==> src/rtl/rect_swap_engine.sv <==
// rtl/rect_swap_engine.sv - randomized 2x2 checkerboard swap engine for binary matrices
module rect_swap_engine #(
  parameter int ROW_LEN = 4,
  parameter int COL_LEN = 4
) (
  input  logic                       clk,
  input  logic                       rst,
  input  logic                       start,
  input  logic [31:0]                instr,
  input  logic [ROW_LEN*COL_LEN-1:0] in_m,
  output logic [ROW_LEN*COL_LEN-1:0] out_m,
  output logic                       busy,
  output logic                       done,
  output logic [11:0]                swap_count
);

  localparam int RW = $clog2(ROW_LEN);
  localparam int CW = $clog2(COL_LEN);
  localparam int MW = ROW_LEN * COL_LEN;
  localparam int IW = RW + CW;

  // Galois taps for x^32+x^22+x^2+x+1, right-shifting form.
  localparam logic [31:0] LFSR_TAPS = 32'h8020_0003;
  localparam logic [31:0] LFSR_INIT = 32'h0000_ACE1;

  typedef enum logic [2:0] {
    S_IDLE,
    S_PICK,
    S_CHECK,
    S_SWAP,
    S_DONE
  } state_t;

  state_t         r_state;
  state_t         w_next_state;

  logic [MW-1:0]  r_m;
  logic [11:0]    r_cnt;
  logic [11:0]    r_swaps;
  logic [31:0]    r_lfsr;
  logic [RW-1:0]  r_r1;
  logic [RW-1:0]  r_r2;
  logic [CW-1:0]  r_c1;
  logic [CW-1:0]  r_c2;

  logic [31:0]    w_lfsr_next;
  logic [31:0]    w_seed;
  logic [IW-1:0]  w_i11;
  logic [IW-1:0]  w_i12;
  logic [IW-1:0]  w_i21;
  logic [IW-1:0]  w_i22;
  logic           w_valid;
  logic           w_cnt_zero;

  // Since both dimensions are powers of two, bit r*COL_LEN+c is just {r,c}.
  assign w_i11 = {r_r1, r_c1};
  assign w_i12 = {r_r1, r_c2};
  assign w_i21 = {r_r2, r_c1};
  assign w_i22 = {r_r2, r_c2};

  assign w_lfsr_next = {1'b0, r_lfsr[31:1]} ^ (r_lfsr[0] ? LFSR_TAPS : 32'h0);
  // An all-zero seed would lock the LFSR, so substitute a fixed non-zero one.
  assign w_seed      = (instr[31:12] == 20'd0) ? LFSR_INIT : {12'h000, instr[31:12]};
  assign w_cnt_zero  = (r_cnt == 12'd0);

  // A swap is legal only on a 2x2 checkerboard, which keeps all line sums intact.
  assign w_valid = (r_r1 != r_r2) && (r_c1 != r_c2) &&
                   (r_m[w_i11] == r_m[w_i22]) &&
                   (r_m[w_i12] == r_m[w_i21]) &&
                   (r_m[w_i11] != r_m[w_i12]);

  assign out_m      = r_m;
  assign swap_count = r_swaps;

  // State register.
  always_ff @(posedge clk or posedge rst) begin
    if (rst) begin
      r_state <= S_IDLE;
    end else begin
      r_state <= w_next_state;
    end
  end

  // Next-state and status outputs.
  always_comb begin
    w_next_state = r_state;
    busy         = 1'b1;
    done         = 1'b0;
    case (r_state)
      S_IDLE: begin
        busy = 1'b0;
        if (start) begin
          w_next_state = (instr[11:0] != 12'd0) ? S_PICK : S_DONE;
        end
      end
      S_PICK: begin
        w_next_state = S_CHECK;
      end
      S_CHECK: begin
        if (w_valid) begin
          w_next_state = S_SWAP;
        end else begin
          w_next_state = w_cnt_zero ? S_DONE : S_PICK;
        end
      end
      S_SWAP: begin
        w_next_state = w_cnt_zero ? S_DONE : S_PICK;
      end
      S_DONE: begin
        done         = 1'b1;
        w_next_state = S_IDLE;
      end
      default: begin
        w_next_state = S_IDLE;
      end
    endcase
  end

  // Datapath: load on accepted start, draw indices in PICK, flip the 2x2 in SWAP.
  always_ff @(posedge clk or posedge rst) begin
    if (rst) begin
      r_m     <= '0;
      r_cnt   <= 12'd0;
      r_swaps <= 12'd0;
      r_lfsr  <= LFSR_INIT;
      r_r1    <= '0;
      r_r2    <= '0;
      r_c1    <= '0;
      r_c2    <= '0;
    end else begin
      case (r_state)
        S_IDLE: begin
          if (start) begin
            r_m     <= in_m;
            r_cnt   <= instr[11:0];
            r_swaps <= 12'd0;
            r_lfsr  <= w_seed;
          end
        end
        S_PICK: begin
          r_r1   <= r_lfsr[RW-1:0];
          r_c1   <= r_lfsr[8+:CW];
          r_r2   <= r_lfsr[16+:RW];
          r_c2   <= r_lfsr[24+:CW];
          r_lfsr <= w_lfsr_next;
          r_cnt  <= r_cnt - 12'd1;
        end
        S_SWAP: begin
          r_m[w_i11] <= ~r_m[w_i11];
          r_m[w_i12] <= ~r_m[w_i12];
          r_m[w_i21] <= ~r_m[w_i21];
          r_m[w_i22] <= ~r_m[w_i22];
          r_swaps    <= r_swaps + 12'd1;
        end
        default: begin
        end
      endcase
    end
  end

endmodule

==> config.mk <==
export PLATFORM = sky130hd
export DESIGN_NAME = rect_swap_engine
export DESIGN_NICKNAME = d
export VERILOG_FILES = /design/src/rtl/rect_swap_engine.sv
export SDC_FILE = /design/constraint.sdc
export NUM_CORES = 1
export LEC_CHECK = 0
export ABC_CLOCK_PERIOD_IN_PS = 2500
export BUFFER_PORTS_ARGS = -buffer_cell sky130_fd_sc_hd__buf_2
export CELL_PAD_IN_SITES_DETAIL_PLACEMENT = 1
export CELL_PAD_IN_SITES_GLOBAL_PLACEMENT = 1
export CORE_ASPECT_RATIO = 0.9
export CORE_MARGIN = 5
export CORE_UTILIZATION = 44
export CTS_BUF_LIST = sky130_fd_sc_hd__clkbuf_2 sky130_fd_sc_hd__clkbuf_4 sky130_fd_sc_hd__clkbuf_8
export DETAILED_ROUTE_END_ITERATION = 10
export PLACE_DENSITY_LB_ADDON = 0.1
export SLEW_MARGIN = 20
export SYNTH_ARGS = -nofsm -noshare
export SYNTH_HDL_FRONTEND = slang
export SYNTH_SLANG_ARGS = --single-unit
==> constraint.sdc <==
create_clock -name clk -period 2.5 [get_ports clk]
set_input_delay 0.125 -clock clk [delete_from_list [all_inputs] [get_ports clk]]
set_output_delay 0.125 -clock clk [all_outputs]
set_load 0.05 [all_outputs]
==> results.yml <==
cts:
  cts-root-buf: "clkbuf_8"
  cts_buffers: 9
  clk_path_buf_depth: 2
  insertion_delay_ps: 370
  post_cts_buffers: 0
  cts.reportedPaths.clkPinSlew_ps: 100
  cts_sinks: 83
  htree_levels: 3
  tritoncts: "yes"
sta:
  max_slew_margin_pct: 50.8
  fin_worst_skew_ps: 14.0
  worst_slew_pin_slew_ps: 736
  period_minus_slack_ps: 2340
  fin_crit_sh_pct: 93.7
  report.final.hold_viol_count: 0
  setup_viol: 0
  rsz0062_at_grt: "false"
  clock.fmax_mhz: 427
  fin_setup_tns_ps: 0
  drv_slew: 0
setup_path:
  cp.required_ps: 2810
  crit_buf_inv: 0
  r2r_start: "r_c2[1]$_DFFE_PP0P_"
  crit_path_max_fanout: 14
  crit_chain: "mux4_2, a22oi_1, and3_2, or4_4, a211o_1, nand2_1"
  crit_cells: 6
  criticalPathCategory: "reg2reg"
  crit_path_end: "r_state[1]$_DFFE_PP0P_"
  crit_family: "simple AND/OR/NAND/NOR gates"
  endpoint_kind: "register"
  cpPeakStageDelay_ps: 620
  ff2ff_setup_slack_ps: 160
  cp_data_arrival_time_ps: 2660
  rr_worst_depth: 6
  cpMaxStageDelayCell: "dfrtp_1"
  start_kind: "register"
  crit_start: "r_c2[1]$_DFFE_PP0P_"
  r2r-end: "r_state[1]$_DFFE_PP0P_"
detailed_routing:
  wl_per_cell_um: 21.2
  routed_wl_um: 18900
  route.detailed.drc: 0
  routed_via_density: 6.20
  detail-route-antenna-nets: 0
  vias: 5542
  drt_iter0_drc: 461
  dr.pass1.iters: 5
yosys:
  synthFlopType: "dfrtp_1"
  synth_edf_count: 0
  synthTopCellsByArea: "dfrtp_1 36%, nand2_1 9.3%, o21ai_0 4.4%"
  netlist_instances: 635
  synth_top_cell_by_area: "dfrtp_1"
  syn_area_um2: 5150
  synth_nets: 688
  synth_seq_cells: 83
  yosys_warnings: 0
  syn_area_per_cell_um2: 8.12
  synth_top_area_share_pct: 36.4
  synth_seq_area_share_pct: 40.5
  yosysUniqueCellTypes: 55
  async_flop_share_pct: 100
final_layout:
  nets: 786
  fillers: 1450
  layout-drive-gt1-share_pct: 21.4
  multi_input_area_um2: 2830
  seqCellArea_um2: 2090
  final_util_pct: 54.4
  area_delta_synth_final_pct: 20.8
  diodes: 0
global_routing:
  grt_start_max_net_pins: 84
  grt_pass1_vias: 5837
  overflow: 0
  grt_pass1_wl_um: 30900
  antenna_found_initial: 0
  track_usage_pct: 28.1
placed_design:
  place.gp.congestion: 0.964
  portBuffers: 80
  dp_hpwl_um: 13800
die:
  core-area_um2: 11400
  start_util_pct: 45.1
  rows: 37
  pin_count: 81
  chipWidth_um: 124
  dieArea_um2: 14000
  die-height_um: 113
pwr:
  p_leak_nw: 2.77
  p_per_area_nw_per_um2: 1460
  ir_worst_vdd_mv: 0.673
hold_path:
  hold_class: "in2reg"
outcome:
  outcome: "finished, final reports clean"
job:
  cap_violations: 0
registers in the layout, indices dropped and copies added, names as in the netlist:
| name | flops |
|---|---|
| r_lfsr | 32 |
| swap_count | 12 |
| r_state | 3 |
| r_c2 | 2 |
| r_r2 | 2 |
| r_cnt | 12 |
| out_m | 16 |
| r_c1 | 2 |
| r_r1 | 2 |
cell type report:
type / count / share of cell area (%)
Timing Repair Buffer: 131 / 13.4
Sequential cell: 83 / 33.5
Inverter: 12 / 0.744
Clock buffer: 10 / 2.21
Multi-Input combinational cell: 496 / 45.4
Tap cell: 156 / 3.14
Clock inverter: 6 / 1.55
metal layers:
layer,share of wire (%),GRT usage [%],vias up
met5,0,0,-
li1,-,-,2523
met3,7.8,7.10,30
met1,42,36.5,2798
met2,49,46.4,191
met4,1.5,7.81,0
worst min-delay path: stages:
cell and delay [ps]:
buf_2 100, a22oi_1 70, nand2_1 60
placed cells by master, fill, tap and decap left out, types with 11 or more instances in the layout:
cell type	instances
nand3_1	25
nor4_1	12
a22oi_1	16
mux2i_1	15
buf_4	38
a21oi_1	42
dlygate4sd3_1	11
inv_1	11
o21ai_0	45
nand2b_1	13
nand2_1	128
nor2_1	58
dfrtp_1	74
nor3_1	16
buf_2	80
kinds of logic after synthesis:
kind of cell	after synthesis	share of synthesized area, %
AO/OA/AOI/OAI	179	22.8
XOR/XNOR	4	0.680
adder cells (fa/ha/maj)	2	0.485
buffers and inverters	56	4.81
flip-flops	83	40.5
multiplexers	20	5.10
AND/OR/NAND/NOR	291	25.6
cells in the mapped netlist, drive strengths merged (3+ instances only):
cell	instances
a21oi	42
a221o	4
a221oi	7
a22oi	16
a31oi	6
and2	5
and3	7
buf	12
clkbuf	32
dfrtp	75
dfstp	8
inv	12
mux2i	15
mux4	5
nand2	128
nand2b	13
nand3	25
nand4	6
nor2	58
nor2b	9
nor3	17
nor4	12
o2111ai	3
o211ai	7
o21ai	45
o221ai	5
o22ai	10
o311ai	5
o32ai	9
o41ai	3
or3	3
power by group:
group | switching (mW) | leakage [nW] | total [mW] | internal (mW)
clock network | 0.546 | 0.115 | 1.15 | 0.602
logic | 3.46 | 1.63 | 5.30 | 1.84
registers | 0.664 | 1.02 | 2.61 | 1.95
timing repair:
| item | 4_1_cts | 5_1_grt |
|---|---|---|
| endpoints found under the setup margin | 0 | 12 |
| hold buffers | 11 | 0 |
| endpoints found under the hold margin | 85 | 0 |
| gates resized for setup | 0 | 2 |
how the worst min path moves through the flow:
stage / start / end / slack (ps) / cells past startpoint
6_report: instr[24] / r_lfsr[12]$_DFFE_PP0P_ / 20 / 3
2_1_floorplan: instr[11] / r_cnt[11]$_DFFE_PP0P_ / 250 / 2
3_3_place_gp: rst / r_cnt[5]$_DFFE_PP0P_ / 250 / 3
5_1_grt: instr[17] / r_lfsr[5]$_DFFE_PP1P_ / 4 / 3
4_1_cts: instr[24] / r_lfsr[12]$_DFFE_PP0P_ / 4 / 3
3_5_place_dp: rst / r_cnt[5]$_DFFE_PP0P_ / 250 / 3
stage by stage:
stage / area, um2 / setup slack [ps] / instances / power [mW] / hold WS (ps)
final: 6230 / 157 / 894 / 9.06 / 19.2
after global routing: 6230 / 30.0 / 894 / 9.66 / 3.72
after CTS: 6220 / 23.7 / 894 / 9.00 / 3.97
after detailed placement: 5880 / 6.71 / 867 / 7.80 / 250
after global placement: 5880 / 99.2 / 867 / 7.62 / 249
after floorplan: 5150 / 164 / 635 / 5.94 / 248
No activity file was read; power rests on OpenSTA's default activity.
